--- src/rtl/complex_coeff_pkg.sv ---
// Shared types and default coefficient tables for the complex coefficient loader.
// Bank 1 is bank 0 with both components negated and saturated.
package complex_coeff_pkg;

  typedef enum logic [1:0] {
    IDLE,
    LOAD,
    DONE
  } state_t;

  localparam int COEFF_INDEX_WIDTH = 10;
  localparam int MAX_LENGTH = 1023;
  localparam int TABLE_TAPS = 12;

  localparam int BANK0_RE [TABLE_TAPS] = '{
    3, 2, 17, 0,
    55, 120, 123, 56,
    -99, -109, 23, -60
  };

  localparam int BANK0_IM [TABLE_TAPS] = '{
    7, 0, 5, -3,
    -103, -111, -24, 96,
    -32, -76, -14, 10
  };

  function automatic int sat(input int v, input int w);
    int hi;
    int lo;
    hi = (1 << (w - 1)) - 1;
    lo = -(1 << (w - 1));
    if (v > hi) return hi;
    if (v < lo) return lo;
    return v;
  endfunction

  // Banks beyond the two defined tables, and indices past the table, read 0.
  function automatic int tap_val(
    input int bank,
    input int idx,
    input bit im,
    input int w
  );
    int v;
    if (idx >= TABLE_TAPS || bank > 1) return 0;
    v = im ? BANK0_IM[idx] : BANK0_RE[idx];
    if (bank == 1) v = -v;
    return sat(v, w);
  endfunction

endpackage

--- src/rtl/complex_coeff_rom.sv ---
// Combinational coefficient ROM, NUM_BANKS x LENGTH complex taps,
// addressed by {bank, index}; out-of-range reads return 0.
module complex_coeff_rom
  import complex_coeff_pkg::*;
#(
  parameter int LENGTH = 12,
  parameter int DATA_WIDTH = 8,
  parameter int NUM_BANKS = 2,
  parameter int BANK_BITS = 1
) (
  input  logic [BANK_BITS-1:0]         bank,
  input  logic [COEFF_INDEX_WIDTH-1:0] index,
  output logic [DATA_WIDTH-1:0]        re,
  output logic [DATA_WIDTH-1:0]        im
);

  localparam int DEPTH = NUM_BANKS * LENGTH;
  localparam int AW = (DEPTH > 1) ? $clog2(DEPTH) : 1;

  logic [DATA_WIDTH-1:0] re_tab [DEPTH];
  logic [DATA_WIDTH-1:0] im_tab [DEPTH];
  logic [AW-1:0] addr;
  logic hit;

  for (genvar b = 0; b < NUM_BANKS; b++) begin : g_bank
    for (genvar i = 0; i < LENGTH; i++) begin : g_tap
      assign re_tab[b*LENGTH+i] =
        DATA_WIDTH'(tap_val(b, i, 1'b0, DATA_WIDTH));
      assign im_tab[b*LENGTH+i] =
        DATA_WIDTH'(tap_val(b, i, 1'b1, DATA_WIDTH));
    end
  end

  assign hit = (32'(index) < LENGTH) && (32'(bank) < NUM_BANKS);

  always_comb begin
    addr = '0;
    if (hit) addr = AW'(32'(bank) * LENGTH + 32'(index));
  end

  assign re = hit ? re_tab[addr] : '0;
  assign im = hit ? im_tab[addr] : '0;

endmodule

--- src/rtl/complex_coeff_loader.sv ---
// Streams one complex coefficient bank into the matched-filter taps over valid/ready.
// Define COMPLEX_COEFF_CONJUGATE_EN to build the saturating conjugation stage.
module complex_coeff_loader
  import complex_coeff_pkg::*;
#(
  parameter int LENGTH = 12,
  parameter int DATA_WIDTH = 8,
  parameter int NUM_BANKS = 2,
  parameter int BANK_BITS = (NUM_BANKS > 1) ? $clog2(NUM_BANKS) : 1
) (
  input  logic                         clock,
  input  logic                         reset,
  input  logic                         start,
  input  logic [BANK_BITS-1:0]         bankSelect,
  input  logic                         reverseOrder,
  input  logic                         conjugate,
  input  logic                         coeffReady,
  output logic                         coeffValid,
  output logic [DATA_WIDTH-1:0]        coefficientOutRe,
  output logic [DATA_WIDTH-1:0]        coefficientOutIm,
  output logic [COEFF_INDEX_WIDTH-1:0] coeffIndex,
  output logic                         busy,
  output logic                         filterSetFlag
);

  localparam int IW = COEFF_INDEX_WIDTH;
  localparam logic [IW-1:0] LAST = IW'(LENGTH - 1);

  state_t state;
  logic [BANK_BITS-1:0] bank_q;
  logic rev_q;

  logic accept;
  logic last_tap;
  logic [BANK_BITS-1:0] bank_in;
  logic [BANK_BITS-1:0] rom_bank;
  logic [IW-1:0] first_idx;
  logic [IW-1:0] step_idx;
  logic [IW-1:0] rom_idx;
  logic signed [DATA_WIDTH-1:0] rom_re;
  logic signed [DATA_WIDTH-1:0] rom_im;
  logic signed [DATA_WIDTH-1:0] im_out;

  assign accept = start && (state != LOAD);
  assign bank_in = (32'(bankSelect) < NUM_BANKS) ? bankSelect : '0;
  assign first_idx = reverseOrder ? LAST : '0;
  assign step_idx = rev_q ? coeffIndex - IW'(1)
                          : coeffIndex + IW'(1);
  assign last_tap = rev_q ? (coeffIndex == '0)
                          : (coeffIndex == LAST);

  // The ROM looks ahead: on start it serves the first tap, else the next one.
  assign rom_bank = accept ? bank_in : bank_q;
  assign rom_idx = accept ? first_idx : step_idx;

  complex_coeff_rom #(
    .LENGTH    (LENGTH),
    .DATA_WIDTH(DATA_WIDTH),
    .NUM_BANKS (NUM_BANKS),
    .BANK_BITS (BANK_BITS)
  ) u_rom (
    .bank (rom_bank),
    .index(rom_idx),
    .re   (rom_re),
    .im   (rom_im)
  );

`ifdef COMPLEX_COEFF_CONJUGATE_EN
  localparam logic signed [DATA_WIDTH-1:0] S_MIN =
    {1'b1, {(DATA_WIDTH-1){1'b0}}};

  logic conj_q;
  logic conj_sel;

  assign conj_sel = accept ? conjugate : conj_q;
  assign im_out = !conj_sel ? rom_im
                : (rom_im == S_MIN) ? ~S_MIN
                : -rom_im;

  always_ff @(posedge clock) begin
    if (reset) conj_q <= 1'b0;
    else if (accept) conj_q <= conjugate;
  end
`else
  logic unused_conjugate;
  assign unused_conjugate = conjugate;
  assign im_out = rom_im;
`endif

  always_ff @(posedge clock) begin
    if (reset) begin
      state <= IDLE;
      bank_q <= '0;
      rev_q <= 1'b0;
      coeffValid <= 1'b0;
      coefficientOutRe <= '0;
      coefficientOutIm <= '0;
      coeffIndex <= '0;
    end else begin
      unique case (state)
        IDLE, DONE: begin
          if (start) begin
            state <= LOAD;
            bank_q <= bank_in;
            rev_q <= reverseOrder;
            coeffValid <= 1'b1;
            coefficientOutRe <= rom_re;
            coefficientOutIm <= im_out;
            coeffIndex <= first_idx;
          end
        end
        LOAD: begin
          if (coeffReady) begin
            if (last_tap) begin
              state <= DONE;
              coeffValid <= 1'b0;
              coefficientOutRe <= '0;
              coefficientOutIm <= '0;
              coeffIndex <= '0;
            end else begin
              coefficientOutRe <= rom_re;
              coefficientOutIm <= im_out;
              coeffIndex <= step_idx;
            end
          end
        end
        default: state <= IDLE;
      endcase
    end
  end

  assign busy = (state == LOAD);
  assign filterSetFlag = (state == DONE);

endmodule

--- config.mk ---
export PLATFORM = sky130hd
export DESIGN_NAME = complex_coeff_loader
export DESIGN_NICKNAME = d
export VERILOG_FILES = /design/src/rtl/complex_coeff_pkg.sv /design/src/rtl/complex_coeff_rom.sv /design/src/rtl/complex_coeff_loader.sv
export SDC_FILE = /design/constraint.sdc
export NUM_CORES = 1
export LEC_CHECK = 0
export ABC_CLOCK_PERIOD_IN_PS = 3520
export CAP_MARGIN = 30
export CORE_MARGIN = 2
export CORE_UTILIZATION = 49
export CTS_BUF_LIST = sky130_fd_sc_hd__clkbuf_4 sky130_fd_sc_hd__clkbuf_8 sky130_fd_sc_hd__clkbuf_16
export DETAILED_ROUTE_END_ITERATION = 8
export GPL_ROUTABILITY_DRIVEN = 0
export GPL_TIMING_DRIVEN = 0
export HOLD_SLACK_MARGIN = 0.02
export PLACE_DENSITY = 0.81
export SLEW_MARGIN = 40
export SYNTH_ARGS = -nofsm -noshare
export SYNTH_HDL_FRONTEND = slang
export SYNTH_SLANG_ARGS = --single-unit
--- constraint.sdc ---
create_clock -name clock -period 3.52 [get_ports clock]
set_input_delay 0.704 -clock clock [delete_from_list [all_inputs] [get_ports clock]]
set_output_delay 0.704 -clock clock [all_outputs]
set_load 0.03 [all_outputs]
==> results.ini <==
[status]
status=complete, but fails checks
violations=design-rule violations

[timing]
max-slew-margin-rel_pct=52.49
hold_viol_final=0
setup_viol=0
fin_crit_sh_pct=98.25
layout_setup_ws_ps=61.68
slew_violations=0
tns_ps=0
finClkSkew_ps=3.047
rsz0062_at_grt=yes
min_period_ps=3458
worst_slew_pin_slew_ps=705.2
max_freq_ghz=0.2892

[yosys]
yosysTopAreaCell=dfxtp_1
synthesis.nets=335
synth_commonest_cells=nand2_1, dfxtp_1, nor2_1
ys_seq_elements=31
synth.cell_area_um2=2402
synth_edf_count=0
syn_inst=310
synth_top_area_share_pct=25.83
synth_most_common_cell=nand2_1
synth_area_leaders=dfxtp_1, ha_1, nand2_1, nor2_1, a21oi_1
synth.avg_cell_area_um2=7.749
synthArstFlopShare_pct=0
yosys_warnings=0
ys_types=62
ys_seq_area_share_pct=25.83
synth_ff_type=dfxtp_1

[floorplanning]
num_rows=25
core_area_um2=4723
die_x_um=74.02
start_util_pct=50.86
pin_count=36
die_area_um2=5479
die_h_um=74.02

[drt]
vias_per_cell=6.279
via_count=2675
drtAntennaViolNets=0
totalWireLength_mm=7.369
wire_per_inst_um=17.30
firstDrtPassIters=9
dr.first_iter.drc_count=380
drc=7

[clock_network]
root_buffer=clkbuf_8
clk_pin_slew_worst_paths_ps=70
cts.sinks=31
holdBufCountCts=0
cts_tree=yes
htree_levels=2
clockBufferDepth=2
cts_buffers=5
worstSkewPairLatency_ps=290

[placed_design]
io_buffers=34
place_ws_ps=-625.1
place_area_um2=2833
hpwl_mm=4.943

[grt]
grt_pass1_wl_mm=11.42
grt_max_degree=11
grt.overflow.total=0
antenna_found_initial=0
grt_usage_pct=26.43
grt_pass1_vias=2461

[critical_path]
cp.arrival_ps=3660
r2r_cells=14
endpoint_kind=register
r2r-end=coefficientOutIm[6]
rr_startpoint=rev_q
setup.worst_path.start_class=register
required_ps=3730
crit_fanout=10
critPathKind=reg -> reg
r2r_setup_slack_ps=60

[finish]
post-route-cell-area_um2=3247
antenna_cells=0
nNetsFinal=383
layout-drive-gt1-share_pct=18.66
area_delta_synth_final_pct=35.16
final_util_pct=68.74

[power]
vdd.ir_drop.worst_mv=0.3838
clockPowerShare_pct=23.1
p_seq_share_pct=28.9
leakagePower_nw=1.171
swShare_pct=41.21
combPwrFrac_pct=48.0
p_int_w=0.0008260
p_switching_w=0.0005789
power_density_nw_per_um2=432.7

[hold_path]
hp-class=reg -> reg
holdPathStages=2
hp-start=coefficientOutIm[1]
holdPathEnd=coefficientOutIm[1]

[flow_run]
max_cap_violations=0

-- final cells by class --
cell class / count / area [µm²]
Multi-Input combinational cell: 254 / 1928
Fill cell: 372 / 1476
Timing Repair Buffer: 41 / 392.9
Clock buffer: 8 / 103.9
Sequential cell: 31 / 629.4
Inverter: 12 / 48.80
Buffer: 13 / 60.06
Tap cell: 67 / 83.83
-- cells by family after synthesis --
logic type	share of synthesized area [%]
AOI/OAI and AO/OA	32.87
buffers and inverters	4.010
muxes	0.4687
xor gates and xnor gates	2.552
and+or+nand+nor	24.27
DFF	25.83
adders and majority gates	10.00
-- power groups by stage --
stage / clock [W] / combinational [W] / sequential [W]
2_1_floorplan: 0 / 0.000355 / 0.000468
3_3_place_gp: 0 / 0.000571 / 0.000413
3_5_place_dp: 0 / 0.000577 / 0.000414
4_1_cts: 0.000326 / 0.000604 / 0.000406
5_1_grt: 0.000339 / 0.000725 / 0.000410
6_report: 0.000324 / 0.000675 / 0.000406
-- cell usage in the layout, fill, tap and decap left out, types with 8 or more instances in the layout --
cell type / count
nand2_1: 48
clkdlybuf4s50_1: 34
o21ai_0: 15
nor2_1: 28
ha_1: 8
clkbuf_1: 8
inv_1: 10
a21oi_1: 20
dfxtp_1: 28
-- through the flow --
| stage | total power, W | cells | hold slack, ps |
|---|---|---|---|
| 4_1_cts | 0.001335 | 423 | 451.8 |
| 5_1_grt | 0.001475 | 426 | 471.0 |
| 3_3_place_gp | 0.0009841 | 411 | 433.0 |
| 3_5_place_dp | 0.0009916 | 411 | 442.8 |
| 6_report | 0.001405 | 426 | 448.2 |
| 2_1_floorplan | 0.0008235 | 310 | 436.6 |
-- registers in the layout (all words and copies together), names as in the netlist --
signal and flops:
state 2, coefficientOutIm 8, coeffIndex 10, coeffValid 1, rev_q 1, bank_q 1
coefficientOutRe 8
-- worst max-delay path, stage by stage (launching register included) --
cell and delay (ps):
dfxtp_4 390, ha_2 430, nand3_1 140, and2_1 210
a21boi_0 330, o221ai_2 200, nor4_4 180, a31o_2 250
buf_6 170, nand2_4 90, inv_2 120, ha_4 180
a21oi_1 70, a221o_1 360, a221oi_2 260
-- per-layer routing --
layer	vias up	global-route usage (%)	routed length, µm	part of all wire, %
met5	-	0	0	0
met4	0	7.677	196	2.7
met3	28	4.336	555	7.5
met2	149	46.53	3564	48
met1	1237	33.22	3053	41
li1	1261	-	-	-
-- repair_timing --
| action | CTS | global route |
|---|---|---|
| setup endpoints to repair | 14 | 13 |
| resized for setup | 18 | 32 |
| pin swaps | 3 | 9 |
| setup buffers | 4 | 3 |
-- how the worst max path moves through the flow --
stage | startpoint | endpoint | slack [ps] | depth (start not counted)
after floorplan | coeffIndex[2] | coefficientOutIm[6] | 3 | 14
after global placement | start | coefficientOutIm[0] | -600 | 12
after detailed placement | start | coefficientOutIm[0] | -630 | 12
after CTS | rev_q | coefficientOutIm[6] | -70 | 15
after global routing | rev_q | coefficientOutIm[6] | -160 | 14
final | rev_q | coefficientOutIm[6] | 60 | 14
Note: power is estimated with default switching activity, not from simulation.
